==> src/rtl/dds_meter_pkg.sv <==
// Shared constants and FSM state type for the DDS waveform meter.
package dds_meter_pkg;

    localparam int DW_DEF   = 12;
    localparam int CW_DEF   = 16;
    localparam int MID_DEF  = 2048;
    localparam int HYST_DEF = 64;

    typedef enum logic [1:0] {
        ST_IDLE = 2'd0,
        ST_SEEK = 2'd1,
        ST_MEAS = 2'd2
    } meter_state_t;

endpackage

==> src/rtl/dds_xdet.sv <==
// Schmitt rising-crossing detector: arms below the band, fires once above it.
module dds_xdet #(
    parameter int DW   = 12,
    parameter int MID  = 2048,
    parameter int HYST = 64
) (
    input  logic          clk,
    input  logic          rst_n,
    input  logic          i_en,
    input  logic          i_din_vld,
    input  logic [DW-1:0] i_din,
    output logic          o_xr
);

    localparam logic [DW-1:0] LO_TH = DW'(MID - HYST);
    localparam logic [DW-1:0] HI_TH = DW'(MID + HYST);

    logic r_armed;
    logic w_lo;
    logic w_hi;

    assign w_lo = (i_din < LO_TH);
    assign w_hi = (i_din >= HI_TH);
    assign o_xr = i_en & i_din_vld & r_armed & w_hi;

    always_ff @(posedge clk or negedge rst_n) begin
        if (!rst_n) begin
            r_armed <= 1'b0;
        end else if (!i_en) begin
            r_armed <= 1'b0;
        end else if (i_din_vld) begin
            if (o_xr)
                r_armed <= 1'b0;
            else if (w_lo)
                r_armed <= 1'b1;
        end
    end

endmodule

==> src/rtl/dds_wave_meter.sv <==
// Measures period, peak, trough and peak-to-peak of a DDS sample stream,
// one result per rising crossing once the first full period has been seen.
module dds_wave_meter
    import dds_meter_pkg::*;
#(
    parameter int DW   = DW_DEF,
    parameter int CW   = CW_DEF,
    parameter int MID  = MID_DEF,
    parameter int HYST = HYST_DEF
) (
    input  logic          clk,
    input  logic          rst_n,
    input  logic          en,
    input  logic          din_vld,
    input  logic [DW-1:0] din,
    output logic          meas_vld,
    output logic [CW-1:0] period,
    output logic [DW-1:0] max_val,
    output logic [DW-1:0] min_val,
    output logic [DW-1:0] vpp,
    output logic          locked,
    output logic          timeout
);

    localparam logic [CW-1:0] CNT_MAX = '1;
    localparam logic [CW-1:0] CNT_ONE = CW'(1);

    meter_state_t  r_state;
    logic [CW-1:0] r_cnt;
    logic [DW-1:0] r_max;
    logic [DW-1:0] r_min;
    logic          r_meas_vld;
    logic [CW-1:0] r_period;
    logic [DW-1:0] r_max_val;
    logic [DW-1:0] r_min_val;
    logic [DW-1:0] r_vpp;
    logic          r_locked;
    logic          r_timeout;
    logic          w_xr;

    dds_xdet #(
        .DW   (DW),
        .MID  (MID),
        .HYST (HYST)
    ) u_xdet (
        .clk       (clk),
        .rst_n     (rst_n),
        .i_en      (en),
        .i_din_vld (din_vld),
        .i_din     (din),
        .o_xr      (w_xr)
    );

    always_ff @(posedge clk or negedge rst_n) begin
        if (!rst_n) begin
            r_state    <= ST_IDLE;
            r_cnt      <= '0;
            r_max      <= '0;
            r_min      <= '0;
            r_meas_vld <= 1'b0;
            r_period   <= '0;
            r_max_val  <= '0;
            r_min_val  <= '0;
            r_vpp      <= '0;
            r_locked   <= 1'b0;
            r_timeout  <= 1'b0;
        end else begin
            r_meas_vld <= 1'b0;
            r_timeout  <= 1'b0;
            if (!en) begin
                r_state  <= ST_IDLE;
                r_locked <= 1'b0;
            end else begin
                case (r_state)
                    ST_IDLE: r_state <= ST_SEEK;
                    ST_SEEK: begin
                        if (w_xr) begin
                            r_state <= ST_MEAS;
                            r_cnt   <= CNT_ONE;
                            r_max   <= din;
                            r_min   <= din;
                        end
                    end
                    ST_MEAS: begin
                        // A crossing on the saturating sample still counts as a measurement.
                        if (w_xr) begin
                            r_period   <= r_cnt;
                            r_max_val  <= r_max;
                            r_min_val  <= r_min;
                            r_vpp      <= r_max - r_min;
                            r_meas_vld <= 1'b1;
                            r_locked   <= 1'b1;
                            r_cnt      <= CNT_ONE;
                            r_max      <= din;
                            r_min      <= din;
                        end else if (din_vld) begin
                            if (r_cnt == CNT_MAX) begin
                                r_timeout <= 1'b1;
                                r_locked  <= 1'b0;
                                r_state   <= ST_SEEK;
                            end else begin
                                r_cnt <= r_cnt + CNT_ONE;
                                if (din > r_max) r_max <= din;
                                if (din < r_min) r_min <= din;
                            end
                        end
                    end
                    default: r_state <= ST_IDLE;
                endcase
            end
        end
    end

    assign meas_vld = r_meas_vld;
    assign period   = r_period;
    assign max_val  = r_max_val;
    assign min_val  = r_min_val;
    assign vpp      = r_vpp;
    assign locked   = r_locked;
    assign timeout  = r_timeout;

endmodule

==> config.mk <==
export PLATFORM = sky130hd
export DESIGN_NAME = dds_wave_meter
export DESIGN_NICKNAME = d
export VERILOG_FILES = /design/src/rtl/dds_meter_pkg.sv /design/src/rtl/dds_xdet.sv /design/src/rtl/dds_wave_meter.sv
export SDC_FILE = /design/constraint.sdc
export NUM_CORES = 1
export LEC_CHECK = 0
export ABC_AREA = 0
export CAP_MARGIN = 10
export CELL_PAD_IN_SITES_DETAIL_PLACEMENT = 1
export CELL_PAD_IN_SITES_GLOBAL_PLACEMENT = 2
export CORE_ASPECT_RATIO = 0.5
export CORE_MARGIN = 2
export CORE_UTILIZATION = 37
export DETAILED_ROUTE_END_ITERATION = 10
export GPL_TIMING_DRIVEN = 1
export PLACE_DENSITY = 0.84
export REMOVE_ABC_BUFFERS = 1
export SYNTH_ARGS = -nofsm -noshare
export SYNTH_HDL_FRONTEND = slang
export SYNTH_HIERARCHICAL = 1
export SYNTH_SLANG_ARGS = --single-unit
==> constraint.sdc <==
create_clock -name clk -period 3.8 [get_ports clk]
set_clock_uncertainty 0.15 [all_clocks]
set_input_delay 0.38 -clock clk [delete_from_list [all_inputs] [get_ports clk]]
set_output_delay 0.38 -clock clk [all_outputs]
set_load 0.02 [all_outputs]
After elaboration in Yosys (flattened, before gate mapping)
Cells that the tools add are included.
{ "totals": {"wordCells": 86, "input_bits": 16, "reg_bits": 98, "out_inout_bits": 55} }
{ "classes": {"add_sub_neg": 2, "order_cmp": 4, "n_reduce_logical": 9, "bitwise_logic": 3, "n_mux": 39, "eq_ne": 17} }
{ "op_table": {"columns": ["cell", "count"], "rows": [
  ["2-to-1 mux 12 bit", 9],
  ["2-to-1 mux 16 bit", 4],
  ["one-hot mux 12 bit (2 select lines)", 2],
  ["one-hot mux 16 bit (2 select lines)", 1],
  ["2-to-1 mux 1 bit", 17],
  ["adder 16 x 1 -> 16 bit, second input constant", 1],
  ["== test 16 bit, second input constant", 1],
  ["!= test 3 x 2 -> 1 bit, second input constant", 5],
  ["greater-or-equal comparator 12 bit, second input constant", 1],
  ["greater-than comparator 12 bit", 1],
  ["less-than comparator 12 x 11 -> 1 bit, second input constant", 1],
  ["less-than comparator 12 bit", 1],
  ["AND reduction 6 bit", 2],
  ["subtractor 12 bit", 1],
  ["2-to-1 mux 2 bit", 5],
  ["!= test 3 x 1 -> 1 bit, second input constant", 3],
  ["!= test 3 bit, second input constant", 3],
  ["!= test 2 x 1 -> 1 bit, second input constant", 3],
  ["one-hot mux 2 bit (3 select lines)", 1],
  ["AND reduction 3 bit", 2],
  ["AND reduction 5 bit", 1],
  ["AND reduction 4 bit", 1],
  ["AND 1 bit", 3],
  ["== test 2 x 1 -> 1 bit, second input constant", 1],
  ["other kinds (4)", 4]
]} }

Logic depth before layout (Yosys ltp)
Gate-level depths: netlist of run 1.
{ "logic_depth": {"ltp_word": 6, "ltp_mapped": 10, "ltp_nobuf": 9} }

Hierarchy
Netlist of run 1, hierarchy kept.
{ "modules_own_cells": {"columns": ["module", "n_inst", "cells_per_inst", "seq_area_each_um2", "area_each_um2"], "rows": [
  ["dds_wave_meter", 1, 560, 2427.3, 5302.6],
  ["dds_xdet", 1, 12, 25.0, 91.3]
]} }

Least setup slack after synthesis of run 1
No wires, ideal clock.
{ "synth_path": {"kind": "register to register", "from": "register r_min[9]", "to": "register r_min[10]", "stages_incl_launch_ff": 10, "t_required_ns": 3.499, "setup_time_ns": 0.151, "path_buffers": 1, "arrival_ns": 1.911, "synth_period_minus_slack_ns": 2.212, "path_slack_ns": 1.588, "cell_sequence": "dfrtp_1 -> inv_1 -> ha_1 -> a21o_1 -> a21o_1 -> a21o_1 -> or2_1 -> buf_6 -> a221oi_1 -> o311ai_0"} }
{ "synth_via": {"elab_chain_cells": 3} }
{ "synth_rtl": {"columns": ["item", "line_no", "source"], "rows": [
  ["start: declaration", "dds_wave_meter.sv:31", "logic [DW-1:0] r_min;"],
  ["start signal: assignment", "dds_wave_meter.sv:81", "r_min <= din;"],
  ["start signal: assignment", "dds_wave_meter.sv:95", "r_min <= din;"],
  ["start signal: assignment", "dds_wave_meter.sv:104", "if (din < r_min) r_min <= din;"],
  ["less-than comparator 12 bit", "dds_wave_meter.sv:104", null],
  ["!= test 3 x 2 -> 1 bit (no source line)", null, null],
  ["AND reduction 6 bit (no source line)", null, null]
]} }
No other way between the ends.
A chain may end at the register's enable or synchronous reset.

Worst setup path in the final report of run 1
{ "layout_path": {"from": "input port din[8]", "to": "register r_cnt[8]"} }
{ "layout_via": {"elab_chain_cells": 4, "elab_cells_between_ends": 8, "classes_between": "1 x order compare; 3 x eq/ne; 2 x mux; 1 x bitwise; 1 x reduce/logical"} }
{ "layout_rtl": {"columns": ["item", "line_no", "source"], "rows": [
  ["start: declaration", "dds_wave_meter.sv:15", "input logic [DW-1:0] din,"],
  ["greater-or-equal comparator 12 bit *", "dds_xdet.sv:23", "assign w_hi = (i_din >= HI_TH);"],
  ["AND 1 bit *", "dds_xdet.sv:24", "assign o_xr = i_en & i_din_vld & r_armed & w_hi;"],
  ["net w_xr", "dds_wave_meter.sv:39", "logic w_xr;"],
  ["!= test 3 x 2 -> 1 bit (no source line) (tied with other cells)", null, null],
  ["AND reduction 5 bit (no source line) / one-hot mux 16 bit (2 select lines) (equally long branches)", null, null],
  ["end signal: assignment", "dds_wave_meter.sv:102", "r_cnt <= r_cnt + CNT_ONE;"],
  ["end: declaration", "dds_wave_meter.sv:29", "logic [CW-1:0] r_cnt;"]
]} }
The timed path passes the listed nets; every way through them passes the cells marked *.

==> results of run 1 <==
layout make-up:
type / count / area share (%)
multi-input combinational: 416 / 40.7
sequential: 98 / 36.9
timing repair buffer: 83 / 12.0
tap: 198 / 3.73
clock buffer: 9 / 3.39
inverter: 32 / 1.81
clock inverter: 7 / 1.41
per-layer routing:
| metal | part of all wire, % | GRT usage [%] |
|---|---|---|
| met1 | 50 | 26.4 |
| met5 | 0 | 0 |
| met3 | 3.9 | 3.74 |
| met4 | 0.66 | 3.03 |
| met2 | 46 | 31.7 |
cell families (layout without fill, tap and decap cells):
| kind of cell | count (synthesis) | in the layout | synth area share [%] |
|---|---|---|---|
| AND/OR/NAND/NOR | 223 | 223 | 20.5 |
| AO/OA/AOI/OAI | 124 | 124 | 15.0 |
| flip-flops | 98 | 98 | 45.5 |
| buffers and inverters | 58 | 131 | 4.50 |
| adder cells (fa/ha/maj) | 36 | 36 | 8.49 |
| XOR/XNOR | 18 | 18 | 2.92 |
| multiplexers | 15 | 15 | 3.06 |
synth_stat cells, types with 7 or more instances:
cell | number | area (um^2)
a21o_1 | 8 | 60.1
a21oi_1 | 19 | 95.1
a221oi_1 | 13 | 114
and3_1 | 13 | 81.3
clkbuf_1 | 19 | 71.3
dfrtp_1 | 98 | 2450
ha_1 | 35 | 438
inv_1 | 32 | 120
mux2_1 | 9 | 101
nand2_1 | 104 | 390
nand3_1 | 7 | 35.0
nand4_1 | 23 | 144
nor2_1 | 36 | 135
o21ai_0 | 46 | 230
o311ai_0 | 11 | 96.3
xnor2_1 | 12 | 105
state kept, by name (all words and copies together), names as in the netlist:
register	count
max_val	12
r_min	12
timeout	1
min_val	12
vpp	12
r_cnt	16
meas_vld	1
r_state	2
u_xdet/r_armed	1
r_max	12
locked	1
period	16
final timing paths:
path                       slack (ns)  startpoint    endpoint
setup / recovery                 0.95      din[8]    r_cnt[8]
hold / removal                   0.32  period[11]  period[11]
setup reg to reg                 1.10    r_cnt[0]    r_min[3]
hold reg to reg                  0.32  period[11]  period[11]
min in group asynchronous        0.49       rst_n   r_cnt[15]
max in group asynchronous        2.17       rst_n      locked
metrics by stage:
step	instance area, um^2	TNS [ns]	utilization [%]	hold slack [ns]
2_1_floorplan	5270	-51.63	-	-0.0656
3_3_place_gp	6320	0	44.0	0.310
3_5_place_dp	6320	0	44.0	0.311
4_1_cts	6650	0	46.3	0.331
5_1_grt	6650	0	46.3	0.365
6_report	6650	0	46.3	0.324
critical path: stages:
cell             delay (ns)
clkdlybuf4s50_1        0.56
nor3_2                 0.30
a21oi_2                0.12
nor2_1                 0.17
a2bb2oi_1              0.26
o31a_1                 0.62
nor3_1                 0.13
and4b_1                0.24
a21o_1                 0.15
where the power goes:
part           internal, mW  leakage [nW]  switching (mW)  total (mW)
registers              1.15          1.28           0.103        1.25
logic                 0.429          1.61           0.597        1.03
clock network         0.576         0.151           0.406       0.982
total                  2.15          3.05            1.11        3.26
==> impl_results.md, run 1 <==
- Fmax: 0.350 GHz
- Global-route usage over all layers: roughly a fifth
- DR pass1 iterations: 4
- Crit path max fanout: 15
- Skew-Pair Late Insertion Delay: 0.35 ns
- Mean post-synth cell area: 9.43 um^2
- Boundary pin count: 71
- Most common cell after layout, fill and taps aside: nand2_1
- Layout cells sized above 1: 7.44%
- Post-CTS setup buffers: 0
- Cells after Synth: 572
- Antenna diodes: 0
- Post-Place Setup Slack: about 0.61 ns
- Worst path required time: 3.89 ns
- DR WL/cell: between 15 and 20 um
- Worst slew pin tran: about 0.76 ns
- Cts bufs inserted: 9
- Max-slew headroom: 49.4%
- Placed insts: between 800 and 900
- Post-DP HPWL: around 10,000 um
- Placer Congestion: slightly above 0.8
- Via count: between 4,000 and 5,000
- Antenna violations before repair: 0
- IO buf count: 70
- Fillcell total: 1,638
- Die W: 175 um
- Hold path cells: 2
- Antenna-violating nets left: 0
- Crit. End Element: flip-flop
- Fin crit period: 2.85 ns
- Post-synth cell types: 56
- MaxCap Viol Count: 0
- Area growth, synth to finish: 23.2%
- Most frequent cells in the layout: 104 x nand2_1, 98 x dfrtp_1, 69 x clkdlybuf4s50_1
- R2R depth: 7
- Core Area: about 14,000 um^2
- CTS hold repair buffers: 1
- Total gr overflow: 0
- Sequential area share after synthesis: 45.5%
- Setup-failing EPs final: 0
- Final WS setup: 0.947 ns
- Die area: 15,600 um^2
- Flip-flop and latch area: 2450 um^2
- Startpoint Class: primary input
- Mapped cell area: 5390 um^2
- Pins over their slew limit: 0
- Sink Count: 98
- Register bit count reported by yosys: 98
- WP data arrival: 2.94 ns
- CTS Root Cell: clkbuf_16
- Routed vias/inst: 5.23
- Drt initial violations: 193
- DRC viols: 0
- # rows: 31
- Fin. Hold Viols: 0
- EDFF count, synth: 0
- Die Y: 89.4 um
- WS Path Type: primary input to flip-flop
- Final period util: 75.1%
- Synth Flop Type: dfrtp_1
- Multi-input gate area: ~2700 um^2
- RSZ-0062 raised after global routing: false
- Initial core utilization: 37.6%
- CTS H-tree depth: 3
- CTS max path bufs: 2
- Pwr/cell area: 491 nW/um^2
- Worst hold path type: flip-flop to flip-flop
- Vias in the first global route: 4,526
- Post-CTS sizing: 0
- Clk pin slew, worst setup/hold paths: 0.07 ns
- Pwr Total: around 3.3 mW
- VDD IR max: ~0.25 mV
- Largest net degree at the start of global routing: 58
- Asr flop ratio synth: 100%
- LEAKAGE: 3.05 nW
- Detailed Route WL: roughly 14,000 um
- CTS tree: yes
- First-pass GRT wire length: 23,400 um
- Final nets: 692
- Synth Warn #: 6
- Final Non-Filler Cells: 843
- Status: complete, no violations
No activity file was read; power rests on OpenSTA's default activity.
==> run 2, diff against run 1 <==
--- a/config.mk
+++ b/config.mk
@@ -11,10 +11,10 @@
 export CELL_PAD_IN_SITES_GLOBAL_PLACEMENT = 2
 export CORE_ASPECT_RATIO = 0.5
 export CORE_MARGIN = 2
-export CORE_UTILIZATION = 37
+export CORE_UTILIZATION = 31
 export DETAILED_ROUTE_END_ITERATION = 10
 export GPL_TIMING_DRIVEN = 1
-export PLACE_DENSITY = 0.84
+export PLACE_DENSITY = 0.75
 export REMOVE_ABC_BUFFERS = 1
 export SYNTH_ARGS = -nofsm -noshare
 export SYNTH_HDL_FRONTEND = slang
==> constraint.sdc (replaced) <==
create_clock -name clk -period 2.33 [get_ports clk]
set_clock_uncertainty 0.15 [all_clocks]
set_input_delay 0.233 -clock clk [delete_from_list [all_inputs] [get_ports clk]]
set_output_delay 0.233 -clock clk [all_outputs]
set_load 0.02 [all_outputs]
==> run 2 against run 1 <==
Effect of this change: cell count grew 14%; sequential share of layout area decreased by 4.7 points; utilization down 2.0 points; global-route usage decreased by 1.3 points; worst hold slack got worse by 0.066 ns; wire length increased by 14%; sequential cell count did not move; count of clock-buffer cells in the layout unchanged; non-clock buffer count rose by 82; first-iteration DRC count decreased by 28%; register-to-register slack lost 1.1 ns; critical path type is now flip-flop to flip-flop; largest cell class unchanged; largest power group is now combinational logic; highest routed layer unchanged.
==> impl_results.md, run 2 (synthesized netlist as in run 1, its figures left out) <==
- Status: complete, no violations (unchanged)
- Startpoint Class: flip-flop (was primary input)
- Boundary pin count: 71 (unchanged)
- RSZ-0062 raised after global routing: true (was false)
- Max-slew headroom: 62.0% (was 49.4%)
- TNS Setup: 0 ns (unchanged)
- Pins over their slew limit: 0 (unchanged)
- Worst hold path type: primary input to async pin (was flip-flop to flip-flop)
- Die area: 18,500 um^2 (was 15,600 um^2)
- CTS max path bufs: 2 (unchanged)
- DR pass1 iterations: 4 (unchanged)
- Worst slew pin tran: 0.565 ns (was 0.760 ns)
- DR WL/cell: 16.9 um (was 16.8 um)
- Fillcell total: 1,965 (was 1,638)
- Most common cell after layout, fill and taps aside: nand2_1 (unchanged)
- Fin. Hold Viols: 0 (unchanged)
- R2R depth: 9 (was 7)
- Sink Count: 98 (unchanged)
- Fin crit period: around 2.3 ns
- Area growth, synth to finish: 41.1% (was 23.2%)
- Clock share of power: 24.5% (was 30.1%)
- Pwr/cell area: 794 nW/um^2 (was 491 nW/um^2)
- Layout cells sized above 1: 24.9% (was 7.44%)
- WP data arrival: 2.40 ns (was 2.94 ns)
- First-pass GRT wire length: 26,200 um (was 23,400 um)
- Final period util: 99.4%
- Worst path required time: 2.41 ns (was 3.89 ns)
- Most frequent cells in the layout: 104 x nand2_1, 97 x dfrtp_1, 87 x buf_4 (was 104 x nand2_1, 98 x dfrtp_1, 69 x clkdlybuf4s50_1)
- LEAKAGE: 3.57 nW (was 3.05 nW)
- Pwr Total: 6.04 mW (was 3.26 mW)
- IO buf count: 70 (unchanged)
- CTS H-tree depth: 3 (unchanged)
- Antenna violations before repair: 0 (unchanged)
- Post-DP HPWL: 11,800 um (was 10,300 um)
- Initial core utilization: 31.4% (was 37.6%)
- Final Non-Filler Cells: 961 (was 843)
- FF-to-FF Start: r_max[2] (was r_cnt[0])
- Crit path max fanout: 7 (was 15)
- VDD IR max: 0.380 mV (was 0.249 mV)
- Core Area: 17,200 um^2 (was 14,400 um^2)
- Vias in the first global route: 5,031 (was 4,526)
- Global-route usage over all layers: 17.7% (was 19.0%)
- Reg2reg setup slack: 0.01 ns (was 1.10 ns)
- CTS tree: yes (unchanged)
- MaxCap Viol Count: 0 (unchanged)
- Routed vias/inst: 4.92 (was 5.23)
- Via count: 4,724 (was 4,412)
- Drt initial violations: 138 (was 193)
- WS Path Type: flip-flop to flip-flop (was primary input to flip-flop)
- Antenna-violating nets left: 0 (unchanged)
- Switching share of power: 35.8% (was 33.9%)
- Placed insts: 935 (was 826)
- Largest net degree at the start of global routing: 51 (was 58)
- Comb power frac: 42.1% (was 31.5%)
- Fmax: between 0.4 and 0.5 GHz
- Die Y: 97.3 um (was 89.4 um)
- Skew-Pair Late Insertion Delay: 0.36 ns (was 0.35 ns)
- CTS Root Cell: clkbuf_16 (unchanged)
- Detailed Route WL: 16,200 um (was 14,200 um)
- Cts bufs inserted: 9 (unchanged)
- Crit. End Element: flip-flop (unchanged)
- Die W: 191 um (was 175 um)
- Clk pin slew, worst setup/hold paths: 0.08 ns (was 0.07 ns)
- Total gr overflow: 0 (unchanged)
- DRC viols: 0 (unchanged)
- # rows: 34 (was 31)
- Internal power: 3.88 mW (was 2.15 mW)
- Reg-to-reg critical path endpoint: r_max[6] (was r_min[3])
- Switch Pwr: 2.16 mW (was 1.11 mW)
- WHS: 0.257 ns (was 0.324 ns)
- Seq pwr share: 33.4% (was 38.4%)
- Setup-failing EPs final: 0 (unchanged)
- Placer Congestion: 0.828 (was 0.806)
- Final nets: 774 (was 692)
- Antenna diodes: 0 (unchanged)
==> run 2: cell count changes in the layout (fill, tap and decap cells not counted), sizes merged <==
cell and delta:
buf +82, bufinv -2, dlymetal6s2s +4, clkdlybuf4s50 -8, dlygate4sd2 +4, clkinv -2, inv +4
==> run 2: power by group through the flow <==
stage	clock, mW	combinational (mW)	sequential (mW)
final	1.48	2.54	2.02
after global routing	1.60	2.83	2.03
after CTS	1.53	2.29	2.00
after detailed placement	0	2.13	2.02
after global placement	0	2.07	2.01
after floorplan	0	1.19	2.01
==> run 2: timing repair <==
| action | 4_1_cts | 5_1_grt |
|---|---|---|
| hold endpoints to repair | 36 | 0 |
| setup buffers | 2 | 7 |
| hold buffers | 1 | 0 |
| gates resized for setup | 30 | 53 |
| setup endpoints to repair | 31 | 51 |
| pin swaps | 11 | 17 |
==> run 2: how the worst max path moves through the flow <==
stage | cells after the start | end | slack (ns) | from
2_1_floorplan | 6 | min_val[0] | -2.70 | u_xdet/r_armed
3_3_place_gp | 10 | r_cnt[13] | -0.41 | din[9]
3_5_place_dp | 9 | r_min[6] | -0.50 | din[9]
4_1_cts | 9 | r_min[7] | -0.005 | r_min[9]
5_1_grt | 8 | r_min[6] | -0.07 | r_min[1]
6_report | 9 | r_max[6] | 0.01 | r_max[2]
==> run 2: metal layers <==
metal | vias up | wire [um] | global-route usage, %
met5 | - | 0 | 0
li1 | 2328 | - | -
met2 | 39 | 7760 | 29.7
met4 | 0 | 147 | 3.22
met1 | 2343 | 7980 | 24.2
met3 | 14 | 306 | 3.03
==> run 2: final cells by class <==
class	instances	area, um^2	share of cell area (%)
timing repair buffer	165	1480	19.4
tap	234	293	3.85
multi-input combinational	416	2990	39.2
clock buffer	9	225	2.96
sequential	98	2450	32.2
inverter	32	120	1.58
clock inverter	7	58.8	0.773
==> run 2: critical path: stages (launching register included) <==
cell and delay (ns):
dfrtp_1 0.41, inv_1 0.09, ha_1 0.31, nand4_1 0.12
nor3_2 0.06, or3_1 0.37, a21oi_2 0.13, o21ai_2 0.08
buf_6 0.16, mux2_4 0.30
==> run 2: per-stage QoR <==
stage	setup slack (ns)	utilization (%)	cell area, um^2
after CTS	-0.00545	42.8	7350
after global placement	-0.411	40.5	6950
after floorplan	-2.70	-	5270
after detailed placement	-0.498	40.5	6950
final	0.0133	44.3	7610
after global routing	-0.0695	44.3	7610
==> run 3, diff against run 2 <==
--- a/config.mk
+++ b/config.mk
@@ -11,10 +11,10 @@
 export CELL_PAD_IN_SITES_GLOBAL_PLACEMENT = 2
 export CORE_ASPECT_RATIO = 0.5
 export CORE_MARGIN = 2
-export CORE_UTILIZATION = 31
+export CORE_UTILIZATION = 37
 export DETAILED_ROUTE_END_ITERATION = 10
 export GPL_TIMING_DRIVEN = 1
-export PLACE_DENSITY = 0.75
+export PLACE_DENSITY = 0.84
 export REMOVE_ABC_BUFFERS = 1
 export SYNTH_ARGS = -nofsm -noshare
 export SYNTH_HDL_FRONTEND = slang
==> constraint.sdc (replaced) <==
create_clock -name clk -period 2.8 [get_ports clk]
set_clock_uncertainty 0.15 [all_clocks]
set_input_delay 0.28 -clock clk [delete_from_list [all_inputs] [get_ports clk]]
set_output_delay 0.28 -clock clk [all_outputs]
set_load 0.02 [all_outputs]
==> run 3 against run 2 <==
Effect of this change: total power decreased by 26%; cell count is 9.7% lower; first-iteration DRC count up 60%; largest cell class unchanged; non-clock buffer count down 56; sequential share of layout area increased by 3.4 points; worst hold slack better by 0.037 ns; via count decreased by 3.7%; global-route usage increased by 1.5 points; sequential power fell by 16%; combinational power shrank 43%; critical endpoint is now r_min[9]; critical path type unchanged; count of clock-buffer cells in the layout up 1.
==> impl_results.md, run 3 (synthesized netlist as in run 1, its figures left out) <==
- Global-route usage over all layers: 19.2% (was 17.7%)
- Startpoint Class: flip-flop (unchanged)
- DR pass1 iterations: 4 (unchanged)
- Seq pwr share: 37.8% (was 33.4%)
- Detailed Route WL: 14,400 um (was 16,200 um)
- CTS tree: yes (unchanged)
- Layout cells sized above 1: 10.7% (was 24.9%)
- Initial core utilization: 37.6% (was 31.4%)
- IO buf count: 70 (unchanged)
- Clk pin slew, worst setup/hold paths: 0.07 ns (was 0.08 ns)
- # rows: 31 (was 34)
- DRC viols: 0 (unchanged)
- Switch Pwr: 1.51 mW (was 2.16 mW)
- Sink Count: 98 (unchanged)
- MaxCap Viol Count: 0 (unchanged)
- Final WS setup: 0.191 ns (was 0.0133 ns)
- Post-CTS setup buffers: 0 (was 2)
- Worst slew pin tran: 0.551 ns (was 0.565 ns)
- First-pass GRT wire length: 23,800 um (was 26,200 um)
- Crit path max fanout: 12 (was 7)
- DR WL/cell: 16.6 um (was 16.9 um)
- Pwr Total: 4.48 mW (was 6.04 mW)
- WP data arrival: 2.65 ns (was 2.40 ns)
- Fmax: 0.383 GHz (was 0.432 GHz)
- Die area: 15,600 um^2 (was 18,500 um^2)
- Setup-failing EPs final: 0 (unchanged)
- Skew-Pair Late Insertion Delay: 0.35 ns (was 0.36 ns)
- Area growth, synth to finish: 27.5% (was 41.1%)
- VDD IR max: 0.312 mV (was 0.380 mV)
- Total gr overflow: 0 (unchanged)
- TNS Setup: 0 ns (unchanged)
- Comb power frac: 32.5% (was 42.1%)
- Internal power: 2.98 mW (was 3.88 mW)
- Final period util: 93.2% (was 99.4%)
- CTS Root Cell: clkbuf_16 (unchanged)
- Boundary pin count: 71 (unchanged)
- Crit. End Element: flip-flop (unchanged)
- Routed vias/inst: 5.24 (was 4.92)
- Antenna-violating nets left: 0 (unchanged)
- Core Area: 14,400 um^2 (was 17,200 um^2)
- Fillcell total: 1,647 (was 1,965)
- Worst hold path type: primary input to async pin (unchanged)
- Pwr/cell area: 652 nW/um^2 (was 794 nW/um^2)
- R2R depth: 8 (was 9)
- Worst path required time: 2.84 ns (was 2.41 ns)
- Final nets: 718 (was 774)
- Placer Congestion: 0.812 (was 0.828)
- Vias in the first global route: 4,572 (was 5,031)
- WS Path Type: flip-flop to flip-flop (unchanged)
- Most frequent cells in the layout: 104 x nand2_1, 98 x dfrtp_1, 69 x clkdlybuf4s50_1 (was 104 x nand2_1, 97 x dfrtp_1, 87 x buf_4)
- Die W: 175 um (was 191 um)
- Max-slew headroom: 63.0% (was 62.0%)
- Slowest stage cell, crit path: or2_1 (was dfrtp_1)
- Via count: 4,549 (was 4,724)
- Drt initial violations: 221 (was 138)
- Crit path top cell by count: a21o_1
- Status: complete, no violations (unchanged)
- Antenna diodes: 0 (unchanged)
- Largest stage delay, worst path: 0.41 ns (about the same)
- Post-Place Setup Slack: -0.0978 ns (was -0.498 ns)
- RSZ-0062 raised after global routing: false (was true)
- Final Non-Filler Cells: 868 (was 961)
- Antenna violations before repair: 0 (unchanged)
- Fin. Hold Viols: 0 (unchanged)
- Clock share of power: 29.7% (was 24.5%)
- CP cell instances: inv_1 -> ha_1 -> a21o_1 -> a21o_1 -> a21o_1 -> or2_1 -> a221oi_1 -> o311ai_0 (was inv_1 -> ha_1 -> nand4_1 -> nor3_2 -> or3_1 -> a21oi_2 -> o21ai_2 -> buf_6 -> mux2_4)
- Placed insts: 852 (was 935)
- CTS max path bufs: 2 (unchanged)
- Pins over their slew limit: 0 (unchanged)
- Die Y: 89.4 um (was 97.3 um)
- Fin crit period: 2.61 ns (was 2.32 ns)
- Largest net degree at the start of global routing: 45 (was 51)
- Most common cell after layout, fill and taps aside: nand2_1 (unchanged)
- Switching share of power: 33.6% (was 35.8%)
- LEAKAGE: 3.20 nW (was 3.57 nW)
- CTS H-tree depth: 3 (unchanged)
- Post-DP HPWL: 10,600 um (was 11,800 um)
- Final core occ: 47.9% (was 44.3%)
- Cts bufs inserted: 9 (unchanged)
run 3: changes by cell type in the layout (fill, tap and decap cells not counted), sizes merged:
cell           previous run  this run
buf                      95        39
bufinv                    0         2
clkbuf                    9        10
clkdlybuf4s50            61        69
clkinv                    1         2
clkinvlp                  2         0
dlygate4sd2               4         0
dlymetal6s2s              4         0
inv                      36        33
run 3: layout make-up:
cell class	count	area, um^2	share of cell area, %
repair buffers	109	1040	15.2
multi-input cells	416	2710	39.4
flip-flops and latches	98	2450	35.6
inverters	32	120	1.75
clock inverters	5	78.8	1.15
well taps	198	248	3.60
clock buffers	10	229	3.33
run 3: timing repair:
item                                   4_1_cts  5_1_grt
gates resized for setup                      0        0
hold buffers                                 1        0
endpoints found under the hold margin       34        0
run 3: final timing paths:
check,from,end,slack [ns]
min in group clk,vpp[10],vpp[10],0.33
min,rst_n,period[0],0.29
max in group asynchronous,rst_n,max_val[11],1.48
max reg2reg,r_min[9],r_min[9],0.19
max,r_min[9],r_min[9],0.19
min reg2reg,vpp[10],vpp[10],0.33
run 3: worst max-delay path: cells and delay by family, from the launching register on:
kind                     cells  cell delay, ns
flip-flops                   1            0.38
buffers and inverters        1            0.16
AO/OA/AOI/OAI                5            1.06
AND/OR/NAND/NOR              1            0.41
adder cells (fa/ha/maj)      1            0.29
run 3: power groups by stage:
stage	logic [mW]	registers, mW	clock network, mW
3_3_place_gp	1.42	1.71	0
2_1_floorplan	0.991	1.67	0
3_5_place_dp	1.45	1.72	0
6_report	1.46	1.69	1.33
4_1_cts	1.47	1.69	1.37
5_1_grt	1.65	1.71	1.41
run 3: metal layers:
layer | vias to the layer above | share of wire (%) | wire, um | global-route usage (%)
li1 | 2214 | - | - | -
met1 | 2274 | 49 | 7120 | 26.0
met5 | - | 0 | 0 | 0
met2 | 52 | 47 | 6830 | 32.9
met4 | 0 | 0.74 | 106 | 3.86
met3 | 9 | 2.4 | 342 | 3.32
run 3: per-stage QoR:
step                hold slack [ns]  cell area [um^2]
floorplan                    -0.166              5270
global placement              0.152              6560
detailed placement            0.154              6560
CTS                           0.318              6880
global route                  0.353              6880
finish                        0.294              6880
